[config.mk]
export PLATFORM = sky130hd
export DESIGN_NAME = entropy_input_pacer
export DESIGN_NICKNAME = d
export VERILOG_FILES = /design/src/rtl/entropy_input_pacer.sv
export SDC_FILE = /design/constraint.sdc
export NUM_CORES = 1
export LEC_CHECK = 0
export CAP_MARGIN = 20
export CORE_MARGIN = 4
export CORE_UTILIZATION = 36
export DETAILED_ROUTE_END_ITERATION = 12
export GPL_TIMING_DRIVEN = 1
export PLACE_DENSITY = 0.84
export SYNTH_ARGS = -nofsm -noshare
export SYNTH_HDL_FRONTEND = slang
export SYNTH_SLANG_ARGS = --single-unit
[constraint.sdc]
create_clock -name clk -period 1.6 [get_ports clk]
set_input_delay 0.24 -clock clk [delete_from_list [all_inputs] [get_ports clk]]
set_output_delay 0.24 -clock clk [all_outputs]
set_load 0.02 [all_outputs]
[src/rtl/entropy_input_pacer.sv]
// rtl/entropy_input_pacer.sv - issue-rate pacer and end-of-frame drain/flush controller for the arithmetic encoder
module entropy_input_pacer #(
    parameter int DATA_W     = 48,
    parameter int PIPE_DEPTH = 3,
    parameter int ISSUE_GAP  = 2
) (
    input  logic              clk,
    input  logic              reset_ctrl,
    input  logic              in_valid,
    input  logic [DATA_W-1:0] in_data,
    input  logic              in_last,
    output logic              in_ready,
    output logic              pipe_valid,
    output logic [DATA_W-1:0] pipe_data,
    output logic              pipe_out_valid,
    output logic              flush_req,
    input  logic              flush_ack,
    output logic              frame_done,
    output logic              busy
);

    localparam int GAP_W = $clog2(ISSUE_GAP) + 1;
    localparam logic [GAP_W-1:0] GAP_LOAD = GAP_W'(ISSUE_GAP - 1);

    typedef enum logic [1:0] {
        ST_ACCEPT,
        ST_DRAIN,
        ST_FLUSH,
        ST_DONE
    } state_t;

    state_t                state;
    state_t                state_next;
    logic [GAP_W-1:0]      gap;
    logic [PIPE_DEPTH-1:0] vsr;
    logic                  handshake;
    logic                  pipe_empty;

    // in_ready is masked by reset so nothing is taken while the block is being cleared
    assign in_ready       = (state == ST_ACCEPT) && (gap == '0) && !reset_ctrl;
    assign handshake      = in_valid && in_ready;
    assign pipe_empty     = !pipe_valid && (vsr == '0);
    assign pipe_out_valid = vsr[PIPE_DEPTH-1];
    assign busy           = (state != ST_ACCEPT) || pipe_valid || (vsr != '0);

    // FSM state register
    always_ff @(posedge clk) begin
        if (reset_ctrl) begin
            state <= ST_ACCEPT;
        end else begin
            state <= state_next;
        end
    end

    // FSM next-state and flush-side outputs
    always_comb begin
        state_next = state;
        flush_req  = 1'b0;
        frame_done = 1'b0;
        case (state)
            ST_ACCEPT: begin
                if (handshake && in_last) begin
                    state_next = ST_DRAIN;
                end
            end
            ST_DRAIN: begin
                if (pipe_empty) begin
                    state_next = ST_FLUSH;
                end
            end
            ST_FLUSH: begin
                flush_req = 1'b1;
                if (flush_ack) begin
                    state_next = ST_DONE;
                end
            end
            ST_DONE: begin
                frame_done = 1'b1;
                state_next = ST_ACCEPT;
            end
            default: begin
                state_next = ST_ACCEPT;
            end
        endcase
    end

    // Gap counter: reloaded on every handshake, counts down to zero and rests there
    always_ff @(posedge clk) begin
        if (reset_ctrl) begin
            gap <= '0;
        end else if (handshake) begin
            gap <= GAP_LOAD;
        end else if (gap != '0) begin
            gap <= gap - GAP_W'(1);
        end
    end

    // Stage-1 issue register; data holds between issues
    always_ff @(posedge clk) begin
        if (reset_ctrl) begin
            pipe_valid <= 1'b0;
            pipe_data  <= '0;
        end else begin
            pipe_valid <= handshake;
            if (handshake) begin
                pipe_data <= in_data;
            end
        end
    end

    // In-flight tracker mirroring the stage pipeline; top bit is the stage-3 result valid
    always_ff @(posedge clk) begin
        if (reset_ctrl) begin
            vsr <= '0;
        end else begin
            vsr[0] <= pipe_valid;
            for (int i = 1; i < PIPE_DEPTH; i++) begin
                vsr[i] <= vsr[i-1];
            end
        end
    end

endmodule
== After elaboration in Yosys (flattened, before gate mapping) ==
Cells that the tools add are included.
Word-level totals
  register bits after elaboration: 56
  input port bits: 53
  output and inout bits: 54
Cells by class
  add/sub/neg operators: 1
  equality and inequality tests: 6
  multiplexer cells: 8
  reduce and logical (&&, ||, !) cells: 18
Operators by type and width (count)
  $pmux 2 s4: 1
  $mux 2: 3
  $reduce_bool 2->1: 3
  $logic_and 1x1->1: 5
  $eq 2x2->1 const B: 2
  $logic_not 2->1: 2
  $mux 1: 4
  $ne 2x2->1 const B: 2
  $logic_not 3->1: 1
  $reduce_and 3->1: 1
  $reduce_bool 3->1: 1
  $eq 2x1->1 const B: 1
  $logic_not 1->1: 2
  $logic_or 1x1->1: 2
  $ne 2x1->1 const B: 1
  $reduce_or 2->1: 1
  $sub 2x1->2 const B: 1

== Logic depth before layout (Yosys ltp) ==
Gate-level depths: netlist of run 1.
  word-level depth: 7
  mapped depth: 8

== Worst setup path before layout of run 1 ==
Ideal clock, no wire load.
  kind: register to register
  from: register gap[0]
  to: register pipe_data[10]
  library setup time: 0.058 ns
  arrival time: 1.515 ns
  data required time: 1.542 ns
  slack: 0.026 ns
  cell stages (with the launch flop): 9
  period minus slack after synthesis: 1.574 ns
  cell sequence: dfxtp_1 -> inv_1 -> ha_1 -> clkbuf_1 -> nand4b_1 -> clkbuf_1 -> buf_2 -> nand3b_1 -> nand2_1
Between the ends
  cells in the longest elaborated chain, start to end: 4
Ends and longest elaborated chain
  start, declared: line 34  | logic [GAP_W-1:0] gap;
  start signal, assigned: line 94  | gap <= gap - GAP_W'(1);
  $logic_not 2->1: line 40  | assign in_ready = (state == ST_ACCEPT) && (gap == '0) && !reset_ctrl;
  $logic_and 1x1->1 (2 in series): line 40
  $logic_and 1x1->1: line 41  | assign handshake = in_valid && in_ready;
  end signal, assigned: line 106  | pipe_data <= in_data;
  end, declared: line 14  | output logic [DATA_W-1:0] pipe_data,
No other way between the ends.
A chain may end at the register's enable or synchronous reset.

== Final worst setup path of run 1 ==
  from: register vsr[0]
  to: register state[0]
Between the ends
  cells in the longest elaborated chain, start to end: 4
Ends and longest elaborated chain
  start, declared: line 35  | logic [PIPE_DEPTH-1:0] vsr;
  start signal, assigned: line 116  | vsr[0] <= pipe_valid;
  start signal, assigned by index: line 118  | vsr[i] <= vsr[i-1];
  $logic_not 3->1: line 42  | assign pipe_empty = !pipe_valid && (vsr == '0);
  $logic_and 1x1->1: line 42
  $ne 2x2->1 (no line)
  $reduce_and 3->1 (no line)
  end signal, assigned: line 51  | state <= state_next;
  end, declared: line 32  | state_t state;
No other way between the ends.

==> metrics.yaml, run 1 <==
tns_ns: 0
rr_startpoint: "vsr[0]$_SDFF_PP0_"
hp-class: "primary input to flop"
placed_area_sq_mm: 0.00333
status: "finished clean"
yosys.area_share.simple_pct: 31.8
maxCapViolCount: 0
first_pass_iters: 4
nets: 423
die-area_sq_mm: 0.00714
row_count: 27
cts_made_buffers: 5
initial_core_util_pct: 37.6
setup_slack_ns: 0.000864
portBuffers: 106
power_density_mw_per_mm2: 1310
crit_type: "flop to flop"
hp-start: "reset_ctrl"
core-area_sq_mm: 0.00561
post_drt_wl_per_cell_microns: 13.3
post-route-period-util_pct: 99.9
path_cells: "or4_4 -> a222oi_1 -> buf_4 -> mux2i_1"
num_io_pins: 107
worst_pin_slew_ns: 0.357
synth_area_leader_cell: "dfxtp_1"
vdd_ir_drop_max_mv: 0.625
cp-start-kind: "flop"
cp-end-kind: "flop"
final-seq-area_sq_mm: 0.00112
final_antenna_net_count: 0
drive_above_1_share_pct: 9.94
die_w_microns: 84.5
multi_input_area_sq_um: 912
grt_overflow: 0
clkPwrFrac_pct: 15.0
critPathMaxStageDelay_ns: 0.53
cts_sinks: 56
synth_nets: 310
syn_avg_cell_area_sq_um: 8.40
drv_slew: 0
grt_max_degree: 45
n_antenna_cell: 0
rsz0062_at_grt: "true"
required_ns: 1.83
syn_inst: 251
clockBufferDepth: 2
fin_area_sq_mm: 0.00348
p_leak_nw: 1.44
grt_pass1_vias: 2012
whs_path_depth: 3
fmax_ghz: 0.625
timing.rr.end: "state[0]$_SDFFE_PP0P_"
p_seq_share_pct: 40.6
reg2reg_slack_ns: 0.0009
cts_tree: "done"
place_ws_ns: -0.0278
postCtsHoldBufs: 0
critPathMaxFanout: 3
worst-path-buf-inv: 1
period_minus_slack_ns: 1.60
holdWs_ns: 0.361
synthMuxAreaShare_pct: 0.950
final_util_pct: 62.1
grt_pass1_wl_microns: 9320
totalPowerFinal_mw: 4.56
antenna_found_initial: 0
slew_headroom_pct: 76.2
routabilityCongestion: 0.735
synth_fa_ha_area_share_pct: 3.56
drtIter0Drc: 71
finalClockSkew_ns: 0.00471
arrival_ns: 1.83
power.switching_mw: 1.56
cp_slowest_cell: "or4_4"
p_int_mw: 3.00
routed_via_density: 4.65
cp_top_family: "simple AND/OR/NAND/NOR gates"
synth_cell_type_count: 23
rr_worst_depth: 4
track_usage_pct: 15.7
synth_seq_area_share_pct: 53.2
die_y_microns: 84.5
fillers: 483
synth-xor-area-share_pct: 0.415
synth_top_family_by_area: "simple AND/OR/NAND/NOR gates"
synth_compound_area_share_pct: 5.82
hold_violations: 0
netlist.area_leader.share_pct: 53.2
comb_power_share_pct: 44.4
syn_area_sq_mm: 0.00211
synthToLayoutAreaGrowth_pct: 65.1
instances_no_fill: 434
clk_pin_slew_ns: 0.09
place_inst: 426
vias: 2018
setup_viol: 0
wl_microns: 5780
clock_latency_ns: 0.30
place.detailed.hpwl_microns: 4060
synthTopCellsByArea: "dfxtp_1 53%, nand2_1 17%, nand3b_1 10%"
synth_warnings: 0
ys_ff_latch: 56
hold_end: "pipe_data[27]$_SDFFE_PP0P_"
cts_max_level: 2
switching_share_pct: 34.2
drc: 0
cts-root-buf: "clkbuf_8"
worst max path at each step:
stage,slack (ns),start,cells after the start,endpoint
3_3_place_gp,0.009,state[0]$_SDFFE_PP0P_,5,in_ready
6_report,0.0009,vsr[0]$_SDFF_PP0_,4,state[0]$_SDFFE_PP0P_
5_1_grt,-0.09,vsr[0]$_SDFF_PP0_,4,state[0]$_SDFFE_PP0P_
2_1_floorplan,0.03,gap[0]$_SDFFE_PP0P_,8,pipe_data[10]$_SDFFE_PP0P_
3_5_place_dp,-0.03,state[0]$_SDFFE_PP0P_,5,in_ready
4_1_cts,0.004,pipe_valid$_SDFF_PP0_,1,pipe_valid
repair_timing:
action | CTS | global route
resized for setup | 10 | 14
gates cloned | 0 | 2
endpoints found under the setup margin | 4 | 15
buffers inserted | 0 | 1
pin swaps | 0 | 2
power by group through the flow:
stage	clock network [mW]	logic, mW	registers, mW
3_5_place_dp	0	1.96	1.87
4_1_cts	0.725	1.96	1.85
5_1_grt	0.781	2.18	1.89
3_3_place_gp	0	1.92	1.86
2_1_floorplan	0	0.617	2.19
6_report	0.686	2.02	1.85
per-layer routing:
layer / global-route usage (%) / part of all wire [%]
met4: 3.74 / 0.90
met5: 0 / 0
met2: 26.0 / 45
met1: 18.9 / 45
met3: 6.67 / 8.9
flip-flops by register name, indices dropped and copies added, names as in the netlist:
name and flops:
pipe_valid 1, vsr 3, gap 2, state 2
pipe_data 48
area by class of cell:
class                      count  share of cell area, %
timing repair buffer         123                   36.2
sequential                    56                   32.3
multi-input combinational    172                   26.2
tap                           72                   2.59
clock buffer                   5                   1.98
inverter                       6                  0.755
placed cells by master (no fill, tap or decap), drive strengths merged, types with 3 or more instances in the layout:
cell,n
nand3b,29
ha,6
a21oi,20
clkdlybuf4s50,100
inv,5
clkbuf,7
nor2b,3
buf,18
dfxtp,56
nand2,98
nand2b,3
synthesized netlist by cell type:
master	instances
nand2b_1	3
buf_2	3
nor2b_2	1
inv_2	1
clkinvlp_2	1
mux2i_1	2
clkbuf_1	14
nand3b_1	29
nand4b_1	2
dfxtp_1	56
inv_1	4
or4_1	1
nor2b_1	2
a21oi_1	20
nand2_1	98
nor2_1	2
ha_1	6
nor3_1	1
a222oi_1	1
o21ai_1	1
nor4_1	1
xor2_1	1
o21bai_1	1
worst register-to-register path, cell delays in order, from the launching register on:
cell and delay (ns):
dfxtp_2 0.33, or4_4 0.53, a222oi_1 0.32, buf_4 0.18, mux2i_1 0.17
cell families (layout without fill, tap and decap cells):
group                      Yosys count  in the layout
AOI/OAI and AO/OA                   23             23
and+or+nand+nor                    140            140
muxes                                2              2
xor gates and xnor gates             1              1
DFF                                 56             56
buffers and inverters               23            134
adders and majority gates            6              6
(Power assumes the default switching activity.)
==> inputs of run 2 (changes only) <==
--- a/config.mk
+++ b/config.mk
@@ -8,6 +8,7 @@
 export CAP_MARGIN = 20
 export CORE_MARGIN = 4
 export CORE_UTILIZATION = 36
+export CTS_CLUSTER_SIZE = 30
 export DETAILED_ROUTE_END_ITERATION = 12
 export GPL_TIMING_DRIVEN = 1
 export PLACE_DENSITY = 0.84
==> results of run 2 <==
The final DEF is identical to that of run 1; final timing and power are the same.
